[config.mk]
export PLATFORM = sky130hd
export DESIGN_NAME = pp_sequencer
export DESIGN_NICKNAME = d
export VERILOG_FILES = /design/src/rtl/pp_sequencer.sv
export SDC_FILE = /design/constraint.sdc
export NUM_CORES = 1
export LEC_CHECK = 0
export CAP_MARGIN = 10
export CORE_ASPECT_RATIO = 0.8
export CORE_UTILIZATION = 44
export CTS_CLUSTER_SIZE = 10
export DETAILED_ROUTE_END_ITERATION = 7
export PLACE_DENSITY = 0.74
export SKIP_CTS_REPAIR_TIMING = 1
export SYNTH_ARGS = -nofsm -noshare
export SYNTH_HDL_FRONTEND = slang
export SYNTH_SLANG_ARGS = --single-unit
export TNS_END_PERCENT = 100
[constraint.sdc]
create_clock -name clock -period 1.4 [get_ports clock]
set_input_delay 0.28 -clock clock [delete_from_list [all_inputs] [get_ports clock]]
set_output_delay 0.28 -clock clock [all_outputs]
set_load 0.005 [all_outputs]
[src/rtl/pp_sequencer.sv]
// Tiny two-bit sequencer: fetches INC/JNO/HLT opcodes from a 4-word memory and executes them.
// One state per clock; fetch states hold mem_req/mem_addr until mem_ack, so memory wait states simply stretch them.
module pp_sequencer #(
    parameter int COUNT_W = 8
) (
    input  logic               clock,
    input  logic               reset,
    input  logic               start,
    output logic               mem_req,
    output logic [1:0]         mem_addr,
    input  logic               mem_ack,
    input  logic [1:0]         mem_data,
    output logic [1:0]         acc,
    output logic               status,
    output logic [1:0]         pc,
    output logic               busy,
    output logic               halted,
    output logic               error,
    output logic [COUNT_W-1:0] retired
);

    typedef enum logic [2:0] {
        ST_IDLE      = 3'd0,
        ST_FETCH_OP  = 3'd1,
        ST_DECODE    = 3'd2,
        ST_FETCH_ARG = 3'd3,
        ST_HALTED    = 3'd4,
        ST_ERROR     = 3'd5
    } state_e;

    localparam logic [1:0] OP_INC = 2'b00;
    localparam logic [1:0] OP_JNO = 2'b01;
    localparam logic [1:0] OP_HLT = 2'b10;

    state_e             r_state;
    state_e             w_state_nxt;
    logic [1:0]         r_ir;
    logic [1:0]         w_ir_nxt;
    logic [1:0]         r_pc;
    logic [1:0]         w_pc_nxt;
    logic [1:0]         r_acc;
    logic [1:0]         w_acc_nxt;
    logic               r_status;
    logic               w_status_nxt;
    logic [COUNT_W-1:0] r_retired;
    logic [COUNT_W-1:0] w_retired_nxt;
    logic               w_retire;
    logic               w_clear;

    always_ff @(posedge clock or negedge reset) begin
        if (!reset) begin
            r_state <= ST_IDLE;
        end else begin
            r_state <= w_state_nxt;
        end
    end

    always_comb begin
        w_state_nxt  = r_state;
        w_ir_nxt     = r_ir;
        w_pc_nxt     = r_pc;
        w_acc_nxt    = r_acc;
        w_status_nxt = r_status;
        w_retire     = 1'b0;
        w_clear      = 1'b0;

        case (r_state)
            ST_IDLE, ST_HALTED, ST_ERROR: begin
                if (start) begin
                    w_clear      = 1'b1;
                    w_pc_nxt     = 2'b00;
                    w_acc_nxt    = 2'b00;
                    w_status_nxt = 1'b0;
                    w_state_nxt  = ST_FETCH_OP;
                end
            end
            ST_FETCH_OP: begin
                if (mem_ack) begin
                    w_ir_nxt    = mem_data;
                    w_state_nxt = ST_DECODE;
                end
            end
            ST_DECODE: begin
                case (r_ir)
                    OP_INC: begin
                        // Once status is set the accumulator is frozen; only pc moves.
                        if (!r_status) begin
                            {w_status_nxt, w_acc_nxt} = {1'b0, r_acc} + 3'd1;
                        end
                        w_pc_nxt    = r_pc + 2'd1;
                        w_retire    = 1'b1;
                        w_state_nxt = ST_FETCH_OP;
                    end
                    OP_JNO: begin
                        w_state_nxt = ST_FETCH_ARG;
                    end
                    OP_HLT: begin
                        w_retire    = 1'b1;
                        w_state_nxt = ST_HALTED;
                    end
                    default: begin
                        w_state_nxt = ST_ERROR;
                    end
                endcase
            end
            ST_FETCH_ARG: begin
                if (mem_ack) begin
                    w_pc_nxt    = r_status ? (r_pc + 2'd2) : mem_data;
                    w_retire    = 1'b1;
                    w_state_nxt = ST_FETCH_OP;
                end
            end
            default: begin
                w_state_nxt = ST_IDLE;
            end
        endcase
    end

    always_comb begin
        w_retired_nxt = r_retired;
        if (w_clear) begin
            w_retired_nxt = '0;
        end else if (w_retire && (r_retired != {COUNT_W{1'b1}})) begin
            w_retired_nxt = r_retired + COUNT_W'(1);
        end
    end

    always_ff @(posedge clock or negedge reset) begin
        if (!reset) begin
            r_ir      <= 2'b00;
            r_pc      <= 2'b00;
            r_acc     <= 2'b00;
            r_status  <= 1'b0;
            r_retired <= '0;
        end else begin
            r_ir      <= w_ir_nxt;
            r_pc      <= w_pc_nxt;
            r_acc     <= w_acc_nxt;
            r_status  <= w_status_nxt;
            r_retired <= w_retired_nxt;
        end
    end

    // Request and address come straight from the state register, so reset drops them at once.
    assign mem_req  = (r_state == ST_FETCH_OP) || (r_state == ST_FETCH_ARG);
    assign mem_addr = (r_state == ST_FETCH_ARG) ? (r_pc + 2'd1) : r_pc;
    assign busy     = (r_state == ST_FETCH_OP) || (r_state == ST_DECODE) ||
                      (r_state == ST_FETCH_ARG);
    assign halted   = (r_state == ST_HALTED);
    assign error    = (r_state == ST_ERROR);
    assign acc      = r_acc;
    assign status   = r_status;
    assign pc       = r_pc;
    assign retired  = r_retired;

endmodule

* Word-level counts from Yosys, hierarchy flattened
Index checks and enable logic that the tools add are counted.
Word-level totals: register bits 18, input bits 6
Operators by class: add/subtract/negate cells 4, eq/ne operators 13, muxes and demuxes 25, reductions and logical operators 16
Operator list (count):
- 8-bit two-way mux | 2
- 2-bit two-way mux | 7
- 3-bit case mux with 4 select lines | 1
- 3-bit two-way mux | 3
- 3-bit case mux with 3 select lines | 1
- 8-bit by 1-bit adder with 8-bit output (second input constant) | 1
- 2-bit != test (second input constant) | 4
- 8-bit != test (second input constant) | 1
- 4-bit AND reduction | 2
- 1-bit two-way mux | 7
- 3-bit by 2-bit equality test with 1-bit output (second input constant) | 2
- 3-bit equality test (second input constant) | 2
- 2-bit case mux with 3 select lines | 1
- 3-bit AND reduction | 2
- 1-bit case mux with 2 select lines | 2
- 2-bit case mux with 2 select lines | 1
- 2-bit nonzero test | 2
- 2-bit by 1-bit adder with 3-bit output (second input constant) | 1
- 3-bit by 1-bit equality test with 1-bit output (second input constant) | 1
- 3-bit logical NOT | 1
- 1-bit logical OR | 3
- 3-bit nonzero test | 1
- 3-bit OR reduction | 1
- 2-bit by 1-bit adder with 2-bit output (second input constant) | 1
- 8 further kinds | 8

* Logic depth before layout (Yosys ltp)
depth after elaboration 7, depth in mapped cells 6

* Worst setup path after synthesis
OpenSTA, ideal clock, no wires.
path kind reg-to-reg, start point register r_retired[0] (netlist: retired[0]), end point register r_retired[7] (netlist: retired[7]), data arrival time 1497 ps, slack -174 ps, stages on the path, launching flop included 6, path buffers 0, cell sequence dfrtp_1 ha_1 nand3_1 o221ai_4 or4_1 a21oi_1
On the way: longest elaborated chain between the ends 3, elaborated cells between the ends (all ways) 6, classes of those cells add/sub: 1; eq/ne: 1; mux: 2; reduce/logical: 2
Ends and longest elaborated chain:
- start, declared | line 45 | logic [COUNT_W-1:0] r_retired;
- start signal, assigned | line 140 | r_retired <= w_retired_nxt;
- 8-bit by 1-bit adder with 8-bit output / 8-bit != test (equally long branches) | line 124, 123
- 8-bit two-way mux / 1-bit logical AND (equally long branches) | line 123 | end else if (w_retire && (r_retired != {COUNT_W{1'b1}})) begin
- 8-bit two-way mux / 2-bit nonzero test (equally long branches)
Parallel ways exist; a longest one is shown, timed or not. The select of a mux whose other input is x is not followed. A chain may end at the register's enable or synchronous reset.

* Worst setup path in the final report
start point register r_state[2], end point register r_pc[0] (netlist: pc[0])
On the way: longest elaborated chain between the ends 4, elaborated cells between the ends (all ways) 12, classes of those cells eq/ne: 7; mux: 1; reduce/logical: 4
Ends and longest elaborated chain:
- start, declared | line 35 | state_e r_state;
- start signal, assigned | line 54 | r_state <= w_state_nxt;
- 3-bit equality test / 3-bit logical NOT (equally long branches) | line 67 | case (r_state)
- 3-bit OR reduction | line 67
- 2-bit != test (no source line) / 3-bit nonzero test (equally long branches)
- 4-bit AND reduction (no source line)
- end signal, assigned | line 137 | r_pc <= w_pc_nxt;
- end, declared | line 39 | logic [1:0] r_pc;
Parallel ways exist; a longest one is shown, timed or not.

==> impl_metrics.env <==
export IMPL_status="finished, violations left"
export IMPL_violations="DRC, setup timing"
export IMPL_yosysTopAreaCellShare_pct=41.0
export IMPL_ir_drop_mv=0.965
export IMPL_fin_crit_ps=1640
export IMPL_grt_pass1_vias=1026
export IMPL_port_buffers=24
export IMPL_synth_compound_area_share_pct=18.1
export IMPL_p_seq_share_pct=23.9
export IMPL_post_drt_wl_per_cell_um=20.6
export IMPL_dp_slack_ps=-408
export IMPL_dpl_cell_area_mm2=0.00160
export IMPL_synth_distinct_cells=41
export IMPL_whs_ps=305
export IMPL_worst_slew_pin_slew_ps=439
export IMPL_final_max_slew_violation_count=0
export IMPL_finalSetupViolations=22
export IMPL_ioPinCount=25
export IMPL_area_growth_pct=73.0
export IMPL_design_power_total_uw=3480
export IMPL_async_reset_ff_share_pct=100
export IMPL_dr_pass1_iters=7
export IMPL_clkTransAtPathRegs_ps=100
export IMPL_critPathMaxFanout=7
export IMPL_yosys_warnings=0
export IMPL_powerDensity_mw_per_mm2=1830
export IMPL_nFillCells=129
export IMPL_worst_slack_ps=-241
export IMPL_r2r_start="r_state[2]"
export IMPL_endpoint_kind="register"
export IMPL_start_kind="register"
export IMPL_gp_congestion=0.862
export IMPL_final_design_area_no_fill_mm2=0.00190
export IMPL_synth_area_leaders="dfrtp_1 (41%), mux2i_1 (4.6%), nand2_1 (4.4%)"
export IMPL_synth_main_ff_cell="dfrtp_1"
export IMPL_h_tree_depth=1
export IMPL_drv_cap=0
export IMPL_via_per_inst=6.31
export IMPL_die_h_um=46.7
export IMPL_crit_path_top_delay_cell="dfrtp_1"
export IMPL_synth_mux_area_share_pct=5.59
export IMPL_synth_cell_area_mm2=0.00110
export IMPL_first_iter_violations=126
export IMPL_regToRegSetupSlack_ps=-240
export IMPL_reg2reg_to="pc[0]"
export IMPL_cp_startpoint="r_state[2]"
export IMPL_drtAntennaViolNets=0
export IMPL_globalRouteOverflowTotal=0
export IMPL_path_class="reg -> reg"
export IMPL_synthXorXnorAreaFrac_pct=3.99
export IMPL_final_cell_mix="buf_4 (41), dfrtp_1 (15), nand2_1 (12), dlymetal6s2s_1 (12), buf_6 (10)"
export IMPL_clk_latency_ps=290
export IMPL_skew_ps=3.10
export IMPL_antennaDiodeCount=0
export IMPL_avgSynthCellArea_um2=9.63
export IMPL_nets=198
export IMPL_dieArea_mm2=0.00270
export IMPL_yosys_area_share_simple_pct=23.7
export IMPL_p_comb_share_pct=68.7
export IMPL_synth_top_family_by_area="simple AND/OR/NAND/NOR gates"
export IMPL_crit_arrival_ps=1870
export IMPL_drive_gt1_share_pct=46.8
export IMPL_post_route_drc_count=2
export IMPL_path_cells="buf_4, buf_6, nand2b_4, buf_4, or3_1, a22o_1, nand3_1"
export IMPL_grt_start_max_net_pins=19
export IMPL_core_area_mm2=0.00225
export IMPL_finalHoldViolations=0
export IMPL_p_leak_uw=0.00104
export IMPL_cp_required_ps=1630
export IMPL_num_rows=15
export IMPL_max_freq_mhz=609
export IMPL_cpPeakStageDelay_ps=420
export IMPL_critPathMostFrequentCell="buf_4"
export IMPL_cts_root_buffer="clkbuf_4"
export IMPL_ys_seq_area_share_pct=41.0
export IMPL_clock_sinks=18
export IMPL_synthCells=114
export IMPL_switching_share_pct=41.6
export IMPL_cts_tree="done"
export IMPL_start_util_pct=48.7
export IMPL_layout_commonest_cell="buf_4"
export IMPL_post_synth_top_area_cell="dfrtp_1"
export IMPL_finalSetupTns_ps=-3320
export IMPL_wl_mm=4.39
export IMPL_grt_pass1_wl_mm=4.75
export IMPL_vias=1344
export IMPL_synth_adder_area_share_pct=2.28
export IMPL_post_route_period_util_pct=117
export IMPL_syn_nets=122
export IMPL_r2r_cells=7
export IMPL_switchingPower_uw=1450
export IMPL_rsz0062_at_grt="true"
export IMPL_grtUsageTotal_pct=24.3
export IMPL_cts_inserted_buffers=3
export IMPL_p_int_uw=2030
export IMPL_synth_edf_count=0
export IMPL_die_w_um=57.8
export IMPL_clockBufferDepth=2
export IMPL_slew_headroom_pct=70.6
export IMPL_hold_path_class="in -> async"
export IMPL_clkPwrFrac_pct=7.4
export IMPL_hpwl_mm=2.28
export IMPL_antenna_found_initial=0
export IMPL_yosys_register_bits=18
==> final cells by class <==
| type | count | area, um^2 | share of cell area (%) |
|---|---|---|---|
| clock buffer | 3 | 22.5 | 1.19 |
| inverter | 5 | 18.8 | 0.989 |
| multi-input combinational | 86 | 696 | 36.7 |
| sequential | 18 | 454 | 23.9 |
| tap | 25 | 31.3 | 1.65 |
| timing repair buffer | 76 | 676 | 35.6 |
==> power by group through the flow <==
stage	Combinational [uW]	Clock [uW]	Sequential [uW]
finish	2390	257	831
floorplan	889	0	800
global route	2520	284	837
global placement	1670	0	810
CTS	1750	269	817
detailed placement	1740	0	824
==> worst max-delay path, delay by kind of cell, from the launching register on <==
family / cells / cell delay [ps]
AO/OA/AOI/OAI: 1 / 210
flip-flops: 1 / 420
AND/OR/NAND/NOR: 3 / 540
buffers and inverters: 3 / 410
==> cell families after synthesis <==
| family | Yosys count |
|---|---|
| simple gates | 48 |
| buf+inv | 10 |
| xor+xnor | 5 |
| mux | 6 |
| fa+ha+maj | 2 |
| flops | 18 |
| compound gates | 25 |
==> worst max path at each step <==
stage / to / cells past startpoint / slack, ps
floorplan: retired[7] / 5 / -100
global placement: retired[7] / 5 / -360
detailed placement: retired[7] / 5 / -410
CTS: mem_addr[1] / 3 / -580
global route: mem_addr[1] / 5 / -290
finish: pc[0] / 7 / -240
==> metrics by stage <==
stage / util [%] / cells
floorplan: - / 114
global placement: 71.1 / 191
detailed placement: 71.1 / 191
CTS: 72.1 / 194
global route: 84.3 / 213
finish: 84.3 / 213
==> flip-flops by register name (all words and copies together), names as in the netlist <==
register and flops:
retired 8, r_state 3, acc 2, pc 2
r_ir 2, status 1
==> synth_stat cells, types with 2 or more instances <==
| cell type | count |
|---|---|
| a21oi_1 | 3 |
| a221oi_1 | 2 |
| nand2b_1 | 2 |
| o21ai_0 | 3 |
| ha_1 | 2 |
| nand2_1 | 13 |
| nand3_1 | 7 |
| mux2i_1 | 5 |
| nor3b_1 | 2 |
| nor2_1 | 8 |
| xor2_1 | 2 |
| o211ai_1 | 2 |
| buf_6 | 2 |
| nand4_1 | 2 |
| or3_1 | 3 |
| o31ai_1 | 5 |
| a211oi_1 | 3 |
| dfrtp_1 | 18 |
| xnor2_1 | 3 |
| inv_1 | 5 |
| a32o_1 | 2 |
==> layer usage <==
layer  share of wire [%]  wire length (um)  up-vias  global-route usage [%]
met5                   0                 0        -                       0
met3                 8.9               392       37                    6.74
met2                  47              2050       86                    40.5
li1                    -                 -      573                       -
met4                 5.6               244        0                    5.24
met1                  39              1700      648                    31.8
No activity file was read; power rests on OpenSTA's default activity.
